$ cat src/rtl/foreground_pkg.sv
// Shared constants for the foreground VRAM host writer: parameter defaults,
// host register select codes, config bit positions and the writer FSM states.
package foreground_pkg;

    localparam int FG_ADDR_W     = 11;
    localparam int FG_DATA_W     = 8;
    localparam int FG_FIFO_DEPTH = 4;
    localparam int FG_ROW_STRIDE = 32;

    localparam logic [1:0] SEL_ADDR_LO = 2'd0;
    localparam logic [1:0] SEL_ADDR_HI = 2'd1;
    localparam logic [1:0] SEL_DATA    = 2'd2;
    localparam logic [1:0] SEL_CFG     = 2'd3;

    localparam int CFG_STRIDE  = 0;
    localparam int CFG_CLEAR   = 6;
    localparam int CFG_OVF_CLR = 7;

    typedef enum logic [1:0] {
        ST_IDLE     = 2'd0,
        ST_DRAIN    = 2'd1,
        ST_CLR_WAIT = 2'd2,
        ST_CLEAR    = 2'd3
    } fg_state_e;

endpackage

$ cat src/rtl/foreground_wr_fifo.sv
// Small synchronous FIFO holding {addr, data} write entries.
// Push into a full FIFO and pop from an empty FIFO are ignored.
module foreground_wr_fifo #(
    parameter int WIDTH = 19,
    parameter int DEPTH = 4
) (
    input  logic                   I_clk,
    input  logic                   I_rst,
    input  logic                   I_push,
    input  logic [WIDTH-1:0]       I_din,
    input  logic                   I_pop,
    output logic [WIDTH-1:0]       O_dout,
    output logic                   O_full,
    output logic                   O_empty,
    output logic [$clog2(DEPTH):0] O_count
);
    localparam int PTR_W = $clog2(DEPTH);
    localparam int CNT_W = PTR_W + 1;

    logic [WIDTH-1:0] mem [DEPTH];
    logic [PTR_W-1:0] wr_ptr, rd_ptr;
    logic [CNT_W-1:0] count;
    logic             push_ok, pop_ok;

    assign push_ok = I_push && !O_full;
    assign pop_ok  = I_pop && !O_empty;
    assign O_full  = (count == CNT_W'(DEPTH));
    assign O_empty = (count == '0);
    assign O_count = count;
    assign O_dout  = mem[rd_ptr];

    // Storage array; contents are don't-care until written, so no reset.
    always_ff @(posedge I_clk) begin
        if (push_ok) mem[wr_ptr] <= I_din;
    end

    // Pointers wrap naturally since DEPTH is a power of two.
    always_ff @(posedge I_clk) begin
        if (I_rst) begin
            wr_ptr <= '0;
            rd_ptr <= '0;
            count  <= '0;
        end else begin
            if (push_ok) wr_ptr <= wr_ptr + PTR_W'(1);
            if (pop_ok)  rd_ptr <= rd_ptr + PTR_W'(1);
            count <= count + CNT_W'(push_ok) - CNT_W'(pop_ok);
        end
    end

endmodule

$ cat src/rtl/foreground_vram_writer.sv
// Host-side write port for the foreground plane VRAM. Host data writes are
// queued with an auto-incrementing address and drained only on arbiter grant
// cycles; a config bit triggers a full hardware clear after the queue drains.
module foreground_vram_writer
    import foreground_pkg::*;
#(
    parameter int ADDR_W     = FG_ADDR_W,
    parameter int DATA_W     = FG_DATA_W,
    parameter int FIFO_DEPTH = FG_FIFO_DEPTH,
    parameter int ROW_STRIDE = FG_ROW_STRIDE
) (
    input  logic              I_pxl_clk,
    input  logic              I_rst,
    input  logic              I_host_wr,
    input  logic [1:0]        I_host_sel,
    input  logic [7:0]        I_host_data,
    output logic              O_host_busy,
    output logic              O_overflow,
    output logic              O_idle,
    input  logic              I_vram_grant,
    output logic              O_vram_we,
    output logic [ADDR_W-1:0] O_vram_addr,
    output logic [DATA_W-1:0] O_vram_din
);
    localparam int                ENTRY_W   = ADDR_W + DATA_W;
    localparam int                CNT_W     = $clog2(FIFO_DEPTH) + 1;
    localparam logic [ADDR_W-1:0] ROW_STEP  = ADDR_W'(ROW_STRIDE);
    localparam logic [ADDR_W-1:0] ADDR_LAST = '1;
    localparam logic [CNT_W-1:0]  CNT_FULL  = CNT_W'(FIFO_DEPTH);

    fg_state_e          state, state_nxt;
    logic [ADDR_W-1:0]  addr_q, clr_cnt;
    logic               stride_q;
    logic               fifo_full, fifo_empty;
    logic [CNT_W-1:0]   fifo_count, count_nxt;
    logic [ENTRY_W-1:0] fifo_dout;
    logic               busy_now, host_data, host_cfg;
    logic               push, drop, pop, clr_req, clr_write, we_nxt;

    // Busy is judged from registered state only, so a full FIFO refuses a
    // push even when a pop happens on the same edge.
    assign busy_now  = fifo_full || (state == ST_CLR_WAIT) || (state == ST_CLEAR);
    assign host_data = I_host_wr && (I_host_sel == SEL_DATA);
    assign host_cfg  = I_host_wr && (I_host_sel == SEL_CFG);
    assign push      = host_data && !busy_now;
    assign drop      = host_data && busy_now;
    // The FIFO is only ever non-empty in DRAIN or CLR_WAIT.
    assign pop       = I_vram_grant && !fifo_empty;
    assign clr_req   = host_cfg && I_host_data[CFG_CLEAR] &&
                       (state != ST_CLR_WAIT) && (state != ST_CLEAR);
    assign clr_write = (state == ST_CLEAR) && I_vram_grant;
    assign we_nxt    = pop || clr_write;
    assign count_nxt = fifo_count + CNT_W'(push) - CNT_W'(pop);

    foreground_wr_fifo #(
        .WIDTH (ENTRY_W),
        .DEPTH (FIFO_DEPTH)
    ) u_fifo (
        .I_clk   (I_pxl_clk),
        .I_rst   (I_rst),
        .I_push  (push),
        .I_din   ({addr_q, I_host_data[DATA_W-1:0]}),
        .I_pop   (pop),
        .O_dout  (fifo_dout),
        .O_full  (fifo_full),
        .O_empty (fifo_empty),
        .O_count (fifo_count)
    );

    // Writer FSM next state: drain queued writes, then run the clear sweep.
    always_comb begin
        state_nxt = state;
        case (state)
            ST_IDLE: begin
                if (clr_req)   state_nxt = ST_CLR_WAIT;
                else if (push) state_nxt = ST_DRAIN;
            end
            ST_DRAIN: begin
                if (clr_req)               state_nxt = ST_CLR_WAIT;
                else if (count_nxt == '0)  state_nxt = ST_IDLE;
            end
            ST_CLR_WAIT: begin
                if (fifo_empty) state_nxt = ST_CLEAR;
            end
            ST_CLEAR: begin
                if (clr_write && (clr_cnt == ADDR_LAST)) state_nxt = ST_IDLE;
            end
            default: state_nxt = ST_IDLE;
        endcase
    end

    // Host registers, clear counter, FSM state and all registered outputs.
    always_ff @(posedge I_pxl_clk) begin
        if (I_rst) begin
            state       <= ST_IDLE;
            addr_q      <= '0;
            stride_q    <= 1'b0;
            clr_cnt     <= '0;
            O_overflow  <= 1'b0;
            O_host_busy <= 1'b0;
            O_idle      <= 1'b1;
            O_vram_we   <= 1'b0;
            O_vram_addr <= '0;
            O_vram_din  <= '0;
        end else begin
            state <= state_nxt;

            if (I_host_wr && (I_host_sel == SEL_ADDR_LO))
                addr_q[7:0] <= I_host_data;
            if (I_host_wr && (I_host_sel == SEL_ADDR_HI))
                addr_q[ADDR_W-1:8] <= I_host_data[ADDR_W-9:0];
            if (push)
                addr_q <= addr_q + (stride_q ? ROW_STEP : ADDR_W'(1));

            if (host_cfg) stride_q <= I_host_data[CFG_STRIDE];

            // A drop on the same edge beats an overflow clear.
            if (drop)
                O_overflow <= 1'b1;
            else if (host_cfg && I_host_data[CFG_OVF_CLR])
                O_overflow <= 1'b0;

            if (clr_req)        clr_cnt <= '0;
            else if (clr_write) clr_cnt <= clr_cnt + ADDR_W'(1);

            O_vram_we <= we_nxt;
            if (pop) begin
                O_vram_addr <= fifo_dout[ENTRY_W-1:DATA_W];
                O_vram_din  <= fifo_dout[DATA_W-1:0];
            end else if (clr_write) begin
                O_vram_addr <= clr_cnt;
                O_vram_din  <= '0;
            end

            O_host_busy <= (count_nxt == CNT_FULL) ||
                           (state_nxt == ST_CLR_WAIT) || (state_nxt == ST_CLEAR);
            O_idle      <= (state_nxt == ST_IDLE) && !we_nxt;
        end
    end

endmodule

$ cat config.mk
export PLATFORM = sky130hd
export DESIGN_NAME = foreground_vram_writer
export DESIGN_NICKNAME = d
export VERILOG_FILES = /design/src/rtl/foreground_pkg.sv /design/src/rtl/foreground_wr_fifo.sv /design/src/rtl/foreground_vram_writer.sv
export SDC_FILE = /design/constraint.sdc
export NUM_CORES = 1
export LEC_CHECK = 0
export CELL_PAD_IN_SITES_DETAIL_PLACEMENT = 1
export CELL_PAD_IN_SITES_GLOBAL_PLACEMENT = 2
export CORE_ASPECT_RATIO = 1.1
export CORE_MARGIN = 3
export CORE_UTILIZATION = 30
export DETAILED_ROUTE_END_ITERATION = 10
export PLACE_DENSITY = 0.63
export SKIP_CTS_REPAIR_TIMING = 1
export SLEW_MARGIN = 20
export SYNTH_ARGS = -nofsm -noshare
export SYNTH_HDL_FRONTEND = slang
export SYNTH_HIERARCHICAL = 1
export SYNTH_SLANG_ARGS = --single-unit
$ cat constraint.sdc
create_clock -name I_pxl_clk -period 3.5 [get_ports I_pxl_clk]
set_input_delay 1.05 -clock I_pxl_clk [delete_from_list [all_inputs] [get_ports I_pxl_clk]]
set_output_delay 1.05 -clock I_pxl_clk [all_outputs]
set_load 0.02 [all_outputs]
---- After elaboration in Yosys (flattened, before gate mapping) ----
Memories as Yosys holds them, arrays and structs flattened. A register that Yosys moved wholly into a read port is not among the register bits.
Cells that the tools add are included.
cells by class
  $add $sub $neg .......................... 8
  $mul .................................... 0
  div/mod/pow operators ................... 0
  $lt $le $gt $ge ......................... 0
  equal/unequal tests ..................... 13
  shift-type cells ........................ 0
  mux-type cells .......................... 21
  bitwise operators ....................... 0
  reductions and logical operators ........ 35
operators with widths
  kind                                            count
  2-to-1 mux 11 bit                               3
  2-to-1 mux 8 bit                                3
  logical AND 1 bit                               16
  2-to-1 mux 2 bit                                8
  == test 2 bit (second input constant)           6
  adder 11 x 1 -> 11 bit (second input constant)  1
  adder 11 x 6 -> 11 bit                          1
  == test 11 bit (second input constant)          1
  case mux 2 bit (4 select lines)                 1
  nonzero test 2 bit                              4
  adder 3 x 1 -> 3 bit                            2
  == test 3 bit (second input constant)           2
  zero test 2 bit                                 3
  zero test 3 bit                                 2
  2-to-1 mux 6 bit                                1
  subtractor 3 x 1 -> 3 bit                       2
  logical OR 1 bit                                5
  adder 2 x 1 -> 2 bit (second input constant)    2
  == test 2 x 1 -> 1 bit (second input constant)  2
  zero test 1 bit                                 4
  2-to-1 mux 1 bit                                4
  inequality test 2 bit (second input constant)   2
  2-to-1 mux 3 bit                                1
  OR reduction 2 bit                              1
storage, ports and cells
  bits in registers ....................... 55
  bits in latches ......................... 0
  RAM bits ................................ 76
  ROM bits ................................ 0
  input bits .............................. 14
  output and inout bits ................... 23
  logic and storage cells ................. 92
  memories ................................ 1
memory list
  memory      depth  bits a word  rd ports  clocked after memory_dff  write ports  RTL line                  source
  u_fifo.mem  4      19           1         1                         1            foreground_wr_fifo.sv:20  logic [WIDTH-1:0] mem [DEPTH];

---- Logic depth before layout (Yosys ltp) ----
Gate-level depths: netlist of run 1.
  word-level depth ........................ 14
  mapped depth ............................ 13
  gate-level depth less buffers ........... 13

---- Cells and area by module ----
Netlist of run 1, hierarchy kept.
by module, submodules not included
  module                  instances  cells each  area each (um^2)  seq. area each (um^2)
  foreground_wr_fifo      1          150         3,266.9           2,462.4
  foreground_vram_writer  1          249         2,252.2           960.9

---- Worst setup path before layout of run 1 ----
No wires, ideal clock.
  path kind ............................... input -> register
  from .................................... input port I_host_sel[1]
  to ...................................... register O_idle
  library setup time ...................... 86 ps
  arrival time ............................ 3,319 ps
  data required time ...................... 3,414 ps
  path slack .............................. 96 ps
  cell stages on the path ................. 13
  path buffers ............................ 2
  cell sequence ........................... buf_2 nand4bb_4 nor2_8 inv_4 buf_2 ha_1 inv_1 ha_1 fa_1 xor3_1 nand3_1 a32o_1 a211oi_1
on the way
  longest elaborated chain between the ends .. 11
  elaborated cells on any way between the ends .. 18
  those cells by class .................... add/sub (2); eq/ne (2); mux (5); reduce/logical (9)
RTL lines
  item                                 RTL line                       source
  start: declaration                   foreground_vram_writer.sv:15   input logic [1:0] I_host_sel,
  == test 2 bit (*)                    foreground_vram_writer.sv:43   assign host_data = I_host_wr && (I_host_sel == SEL_DATA);
  logical AND 1 bit (*)                foreground_vram_writer.sv:43
  logical AND 1 bit (*)                foreground_vram_writer.sv:45   assign push = host_data && !busy_now;
  net push                             foreground_vram_writer.sv:38   logic push, drop, pop, clr_req, clr_write, we_nxt;
  adder 3 x 1 -> 3 bit                 foreground_vram_writer.sv:53   assign count_nxt = fifo_count + CNT_W'(push) - CNT_W'(pop);
  subtractor 3 x 1 -> 3 bit            foreground_vram_writer.sv:53
  zero test 3 bit                      foreground_vram_writer.sv:80   else if (count_nxt == '0) state_nxt = ST_IDLE;
  2-to-1 mux 2 bit                     foreground_vram_writer.sv:80
  2-to-1 mux 2 bit                     foreground_vram_writer.sv:79   if (clr_req) state_nxt = ST_CLR_WAIT;
  case mux 2 bit (4 select lines) (*)  foreground_vram_writer.sv:73   case (state)
  zero test 2 bit (*)                  foreground_vram_writer.sv:137  O_idle <= (state_nxt == ST_IDLE) && !we_nxt;
  logical AND 1 bit (*)                foreground_vram_writer.sv:137
  end signal: assignment               foreground_vram_writer.sv:137
  end: declaration                     foreground_vram_writer.sv:19   output logic O_idle,
Mark *: on every way through the listed nets, which the timed path passes. The rest lies on a longest branch.
A chain may end at the register's enable or synchronous reset.

---- Final worst setup path of run 1 ----
  from .................................... input port I_host_wr
  to ...................................... register O_idle
on the way
  longest elaborated chain between the ends .. 10
  elaborated cells on any way between the ends .. 16
  those cells by class .................... add/sub (2); mux (5); reduce/logical (9)
RTL lines
  item                                 RTL line                       source
  start: declaration                   foreground_vram_writer.sv:14   input logic I_host_wr,
  logical AND 1 bit (*)                foreground_vram_writer.sv:43
  logical AND 1 bit (*)                foreground_vram_writer.sv:45
  net push                             foreground_vram_writer.sv:38
  adder 3 x 1 -> 3 bit                 foreground_vram_writer.sv:53
  subtractor 3 x 1 -> 3 bit            foreground_vram_writer.sv:53
  zero test 3 bit                      foreground_vram_writer.sv:80
  2-to-1 mux 2 bit                     foreground_vram_writer.sv:80
  2-to-1 mux 2 bit                     foreground_vram_writer.sv:79
  case mux 2 bit (4 select lines) (*)  foreground_vram_writer.sv:73
  zero test 2 bit (*)                  foreground_vram_writer.sv:137
  logical AND 1 bit (*)                foreground_vram_writer.sv:137
Marks and branches as above.

==> metrics.csv, run 1 <==
stage,metric,value,unit
power,P_int,3.34,mW
yosys,Post-Syn Nets,427,
global_route,met2 GRT Util,0.236,
placed_design,DP Worst Slack,-0.291,ns
timing,Rel. slew slack,0.274,
critical_path,critical path required time,3.83,ns
critical_path,Worst EP arrival,3.68,ns
cells_and_area,Layout Utilization,0.386,
clock_tree,H-tree Lvls,4,
critical_path,Setup crit end kind,flop,
power,pwr/cell area,647,mW/mm^2
detailed_routing,routed via count,3538,
min_path,min-delay worst type,reg2reg,
power,Gate power share,0.167,
critical_path,kind of critical path,in2reg,
yosys,Post-synth top flop,edfxtp_1,
global_route,vias in the first global route,3715,
run_status,status,"complete, no violations",
cells_and_area,final instance area,0.00690,sq mm
die,Die Y,148,microns
timing,Slew Limit Fails,0,
cells_and_area,Register Area,0.00342,sq mm
clock_tree,Clock Path Buffers,2,
yosys,post-synthesis async set-or-reset flop share,0,
global_route,initial antenna violation count,0,
placed_design,number of I/O port buffers,36,
timing,Final Setup Violations,0,
global_route,largest net degree at the start of global routing,22,
cells_and_area,synthesis-to-layout area growth,25.0,%
timing,worst-margin pin slew,1.09,ns
global_route,first-pass GRT wire length,21900,microns
cells_and_area,Ant. Diodes,0,
timing,FMAX,0.298,GHz
cells_and_area,NumNets Final,485,
detailed_routing,ANT nets after route,0,
detailed_routing,1st-iter DRT viols,209,
yosys,Mapped Area,0.00552,sq mm
yosys,synthesized instance count,399,
yosys,YS warnings,6,
global_route,grt met3 use,0.0352,
timing,min setup slack post-route,0.147,ns
yosys,"EDFF count, synth",76,
run,maximum capacitance violations,0,
detailed_routing,vias per inst,5.00,
yosys,"Distinct cells, synth",56,
placed_design,Placed Cells,676,
timing,RSZ-0062 raised after global routing,false,
die,Die X,135,microns
global_route,Total GRT Usage,0.145,
placed_design,cell area after placement,0.00628,sq mm
timing,Setup TNS,0,ns
cells_and_area,area of the multi-input gates,0.00192,sq mm
power,maximum VDD drop,327,uV
detailed_routing,Pre-antenna DRT Iters,5,
critical_path,crit-path max FO,2,
power,static leakage,2.35,nW
die,Ports,37,
global_route,met1 Usage GRT,0.188,
clock_tree,CTS tree,yes,
global_route,busiest grt layer,met2,
power,Pwr Total,4.46,mW
timing,Post-Route Skew,0.0123,ns
power,clock power share,0.420,
placed_design,hpwl dp,8990,microns
timing,fin crit share,0.958,
clock_tree,clk slew on worst S/H paths,0.06,ns
timing,Final Critical Period,3.35,ns
power,sw power,1.12,mW
cells_and_area,Layout Cells excl Fill,708,
clock_tree,cell chosen for the clock root,clkbuf_16,
yosys,synthesized flop and latch total,133,
die,Initial Util,0.309,
die,FP Rows,51,
global_route,grt ovf,0,
critical_path,crit path launch type,input port,
clock_tree,clk_lat worst skew,0.42,ns
timing,Final Hold Fails,0,
clock_tree,clk sinks,133,
placed_design,routability cong.,0.758,
cells_and_area,Fillers,1895,
detailed_routing,drt drc,0,
power,sequential share of power,0.412,
timing,hold_ws,0.496,ns
clock_tree,TritonCTS Buffers,17,
die,core area,0.0179,sq mm
cells_and_area,share of cells above drive strength 1,0.145,
die,die area,0.0201,sq mm
yosys,Syn Area/Cell,13.8,sq um
power,Net Sw Frac,0.251,
yosys,sequential area share after synthesis,0.620,
detailed_routing,WL final,13600,microns
detailed_routing,DR WL/cell,19.2,microns
[state kept, by name (all words and copies together), names as in the netlist, 2 cells and up, named ones only]
register,cells
u_fifo/mem,76
O_vram_addr,11
addr_q,11
clr_cnt,11
O_vram_din,8
u_fifo/O_count,3
state,2
u_fifo/rd_ptr,2
u_fifo/wr_ptr,2
[logic make-up (layout without fill, tap and decap cells)]
family | Yosys count | in the layout | synth area share
compound gates | 59 | 59 | 0.0805
mux | 21 | 21 | 0.0873
fa+ha+maj | 14 | 14 | 0.0345
buf+inv | 37 | 108 | 0.0315
xor+xnor | 14 | 14 | 0.0249
flops | 133 | 133 | 0.620
simple gates | 121 | 121 | 0.121
[critical path: stages]
cell and delay, ns:
clkdlybuf4s50_1 0.53, nand4bb_4 0.19, nor2_8 0.14, inv_4 0.04, ha_1 0.27, inv_1 0.05
ha_1 0.19, fa_1 0.40, xor3_1 0.23, nand3_1 0.09, a32o_1 0.29, a211oi_1 0.20
[power by group through the flow]
stage	Sequential, mW	Combinational [mW]	Clock (mW)
floorplan	1.92	0.395	0
global placement	1.87	0.743	0
detailed placement	1.87	0.757	0
CTS	1.84	0.761	1.93
global route	1.85	0.823	2.00
finish	1.84	0.747	1.88
[layer usage]
layer | vias to the layer above | wire length (microns)
met2 | 60 | 6820
met5 | - | 0
met4 | 0 | 181
met3 | 11 | 424
met1 | 1824 | 6140
li1 | 1643 | -
[cell type report]
type                       instances  area share
multi-input combinational        229       0.279
inverter                          18      0.0102
timing repair buffer              58      0.0816
clock buffer                      23      0.0679
tap                              238      0.0432
sequential                       133       0.496
clock inverter                     9      0.0221
[synthesized netlist by cell type, types with 4 or more instances]
library cell / n / share of area
nor2_1: 42 / 0.029
or4_1: 4 / 0.0054
inv_1: 17 / 0.012
a31oi_1: 9 / 0.010
nand2_1: 17 / 0.012
nand4_1: 5 / 0.0057
xnor2_1: 8 / 0.013
nand3_1: 12 / 0.011
a21oi_1: 7 / 0.0063
a222oi_1: 11 / 0.020
mux4_2: 10 / 0.041
and4_1: 4 / 0.0063
buf_2: 7 / 0.0063
nor2b_1: 4 / 0.0045
or3_1: 4 / 0.0045
edfxtp_1: 76 / 0.41
xor2_1: 5 / 0.0079
o21ai_0: 5 / 0.0045
ha_1: 12 / 0.027
and2_1: 9 / 0.010
mux4_1: 9 / 0.043
a22oi_1: 8 / 0.011
dfxtp_1: 57 / 0.21
clkbuf_1: 10 / 0.0068
[placed cells by master, fill, tap and decap left out, drive strengths merged, types with 9 or more instances in the layout]
cell type,netlist,layout
dfxtp,57,57
nand2,17,17
ha,12,12
clkbuf,10,23
a31oi,9,9
and2,9,9
edfxtp,76,76
nand3,12,12
a222oi,11,11
clkdlybuf4s50,0,36
buf,9,22
mux4,19,19
nor2,43,43
inv,18,18
[final timing paths]
path                                    endpoint  slack (ns)         startpoint  cells past startpoint
worst max-delay path                      O_idle        0.15          I_host_wr                     12
worst min-delay path            u_fifo/rd_ptr[1]        0.50   u_fifo/rd_ptr[1]                      2
worst max register to register            O_idle        0.57  u_fifo/O_count[1]                     12
worst min register to register  u_fifo/rd_ptr[1]        0.50   u_fifo/rd_ptr[1]                      2
Note: power is estimated with default switching activity, not from simulation.
==> inputs of run 2 (changes only) <==
--- a/config.mk
+++ b/config.mk
@@ -13,6 +13,7 @@
 export DETAILED_ROUTE_END_ITERATION = 10
 export PLACE_DENSITY = 0.63
 export SKIP_CTS_REPAIR_TIMING = 1
+export SKIP_LAST_GASP = 1
 export SLEW_MARGIN = 20
 export SYNTH_ARGS = -nofsm -noshare
 export SYNTH_HDL_FRONTEND = slang
==> results of run 2 <==
The final DEF is identical to that of run 1; final timing and power are the same.
==> inputs of run 3 (changes only) <==
--- a/config.mk
+++ b/config.mk
@@ -11,6 +11,7 @@
 export CORE_MARGIN = 3
 export CORE_UTILIZATION = 30
 export DETAILED_ROUTE_END_ITERATION = 10
+export MAX_ROUTING_LAYER = met4
 export PLACE_DENSITY = 0.63
 export SKIP_CTS_REPAIR_TIMING = 1
 export SKIP_LAST_GASP = 1
==> run 3 against run 2 <==
Flip-flop and latch count stayed put. Register-to-register slack hardly changed. Hold slack worse by 0.0033 ns.
==> metrics.csv, run 3 (same netlist as run 1, synthesis figures left out) <==
stage,metric,value,unit
clock_tree,H-tree Lvls,4,
critical_path,"Buf+Inv Stages, Crit Path",3,
clock_tree,clk sinks,133,
power,P_int,3.34,mW
placed_design,DP Worst Slack,-0.291,ns
power,static leakage,2.35,nW
die,Die Y,148,microns
global_route,vias in the first global route,3721,
global_route,largest net degree at the start of global routing,22,
global_route,initial antenna violation count,0,
timing,RSZ-0062 raised after global routing,false,
clock_tree,clk slew on worst S/H paths,0.06,ns
power,clock power share,0.420,
timing,Final Hold Fails,0,
die,Initial Util,0.309,
detailed_routing,1st-iter DRT viols,234,
critical_path,slowest CP cell,clkdlybuf4s50_1,
die,Die X,135,microns
min_path,min-delay worst type,reg2reg,
timing,Slew Limit Fails,0,
timing,FMAX,0.299,GHz
detailed_routing,drt drc,0,
cells_and_area,"commonest non-fill, non-tap cell in the layout",edfxtp_1,
global_route,grt ovf,0,
critical_path,critical path required time,3.83,ns
cells_and_area,NumNets Final,485,
detailed_routing,DR WL/cell,19.2,microns
die,FP Rows,51,
placed_design,routability cong.,0.768,
cells_and_area,Ant. Diodes,0,
run,maximum capacitance violations,0,
clock_tree,CTS tree,yes,
detailed_routing,Pre-antenna DRT Iters,5,
critical_path,CP peak stage delay,0.42,ns
cells_and_area,final instance area,0.00690,sq mm
detailed_routing,WL final,13600,microns
power,pwr/cell area,647,mW/mm^2
clock_tree,cell chosen for the clock root,clkbuf_16,
critical_path,crit-path max FO,2,
cells_and_area,Largest register FFs,76,
detailed_routing,routed via count,3525,
timing,worst-margin pin slew,1.05,ns
clock_tree,Clock Path Buffers,2,
die,core area,0.0179,sq mm
cells_and_area,synthesis-to-layout area growth,25.0,%
timing,Post-Route Skew,0.0120,ns
run_status,status,"complete, no violations",
timing,fin crit share,0.956,
placed_design,cell area after placement,0.00628,sq mm
detailed_routing,vias per inst,4.98,
critical_path,crit path launch type,input port,
critical_path,kind of critical path,in2reg,
placed_design,number of I/O port buffers,36,
timing,Final Setup Violations,0,
power,Net Sw Frac,0.251,
global_route,first-pass GRT wire length,21900,microns
global_route,Total GRT Usage,0.149,
critical_path,Setup crit end kind,flop,
placed_design,hpwl dp,8990,microns
cells_and_area,largest reg by FF count,u_fifo/mem,
critical_path,most frequent cell on the critical path,ha_1,
power,Gate power share,0.167,
cells_and_area,share of cells above drive strength 1,0.145,
timing,Final Critical Period,3.35,ns
die,Ports,37,
cells_and_area,most frequent cells in the layout,"edfxtp_1, dfxtp_1, nor2_1",
power,sequential share of power,0.412,
critical_path,worst-path cell chain,"clkdlybuf4s50_1, nand4bb_4, nor2_8, inv_4, ha_1, inv_1, ha_1, fa_1, xor3_1, nand3_1, a32o_1, a211oi_1",
die,die area,0.0201,sq mm
timing,min setup slack post-route,0.153,ns
critical_path,Worst EP arrival,3.68,ns
detailed_routing,ANT nets after route,0,
power,sw power,1.12,mW
clock_tree,clk_lat worst skew,0.42,ns
critical_path,critical path's top delay family,adder cells,
clock_tree,TritonCTS Buffers,17,
timing,Rel. slew slack,0.297,
power,maximum VDD drop,330,uV
run 3: cell counts in the layout (fill, tap and decap cells not counted):
No cell type changed its count.
run 3: cell type report:
cell class	instances	area, sq um
clock buffer	23	468
inverter	18	70.1
sequential	133	3420
fill	1895	11000
timing repair buffer	58	563
tap	238	298
multi-input combinational	229	1920
clock inverter	9	153
run 3: final timing paths:
kind	startpoint	endpoint	slack, ns	cells past startpoint
hold reg to reg	O_overflow	O_overflow	0.49	2
setup / recovery	I_host_sel[0]	O_idle	0.15	12
hold / removal	O_overflow	O_overflow	0.49	2
setup reg to reg	u_fifo/O_count[1]	O_idle	0.58	12
run 3: tightest hold or removal path, cell delays in order (launching register included):
cell and delay, ns:
dfxtp_1 0.33, nand2_1 0.06, a21oi_1 0.05
run 3: metal layers:
layer / vias up / GRT usage / share of wire
li1: 1642 / - / -
met1: 1815 / 0.188 / 0.45
met2: 54 / 0.236 / 0.50
met3: 14 / 0.0352 / 0.031
met4: 0 / 0.0539 / 0.014
met5: - / - / 0
run 3: metrics by stage:
stage | hold WS (ns) | setup TNS, ns | util | total power, mW | instances
after floorplan | 0.459 | 0 | - | 2.31 | 399
after detailed placement | 0.483 | -0.763 | 0.351 | 2.63 | 676
after global placement | 0.462 | -0.483 | 0.351 | 2.61 | 676
after global routing | 0.535 | 0 | 0.386 | 4.67 | 708
final | 0.492 | 0 | 0.386 | 4.46 | 708
after CTS | 0.494 | 0 | 0.386 | 4.53 | 708
run 3: power groups by stage:
stage | sequential [mW] | combinational (mW) | clock, mW
finish | 1.84 | 0.745 | 1.88
global route | 1.85 | 0.823 | 1.99
floorplan | 1.92 | 0.395 | 0
global placement | 1.87 | 0.743 | 0
CTS | 1.84 | 0.761 | 1.93
detailed placement | 1.87 | 0.757 | 0
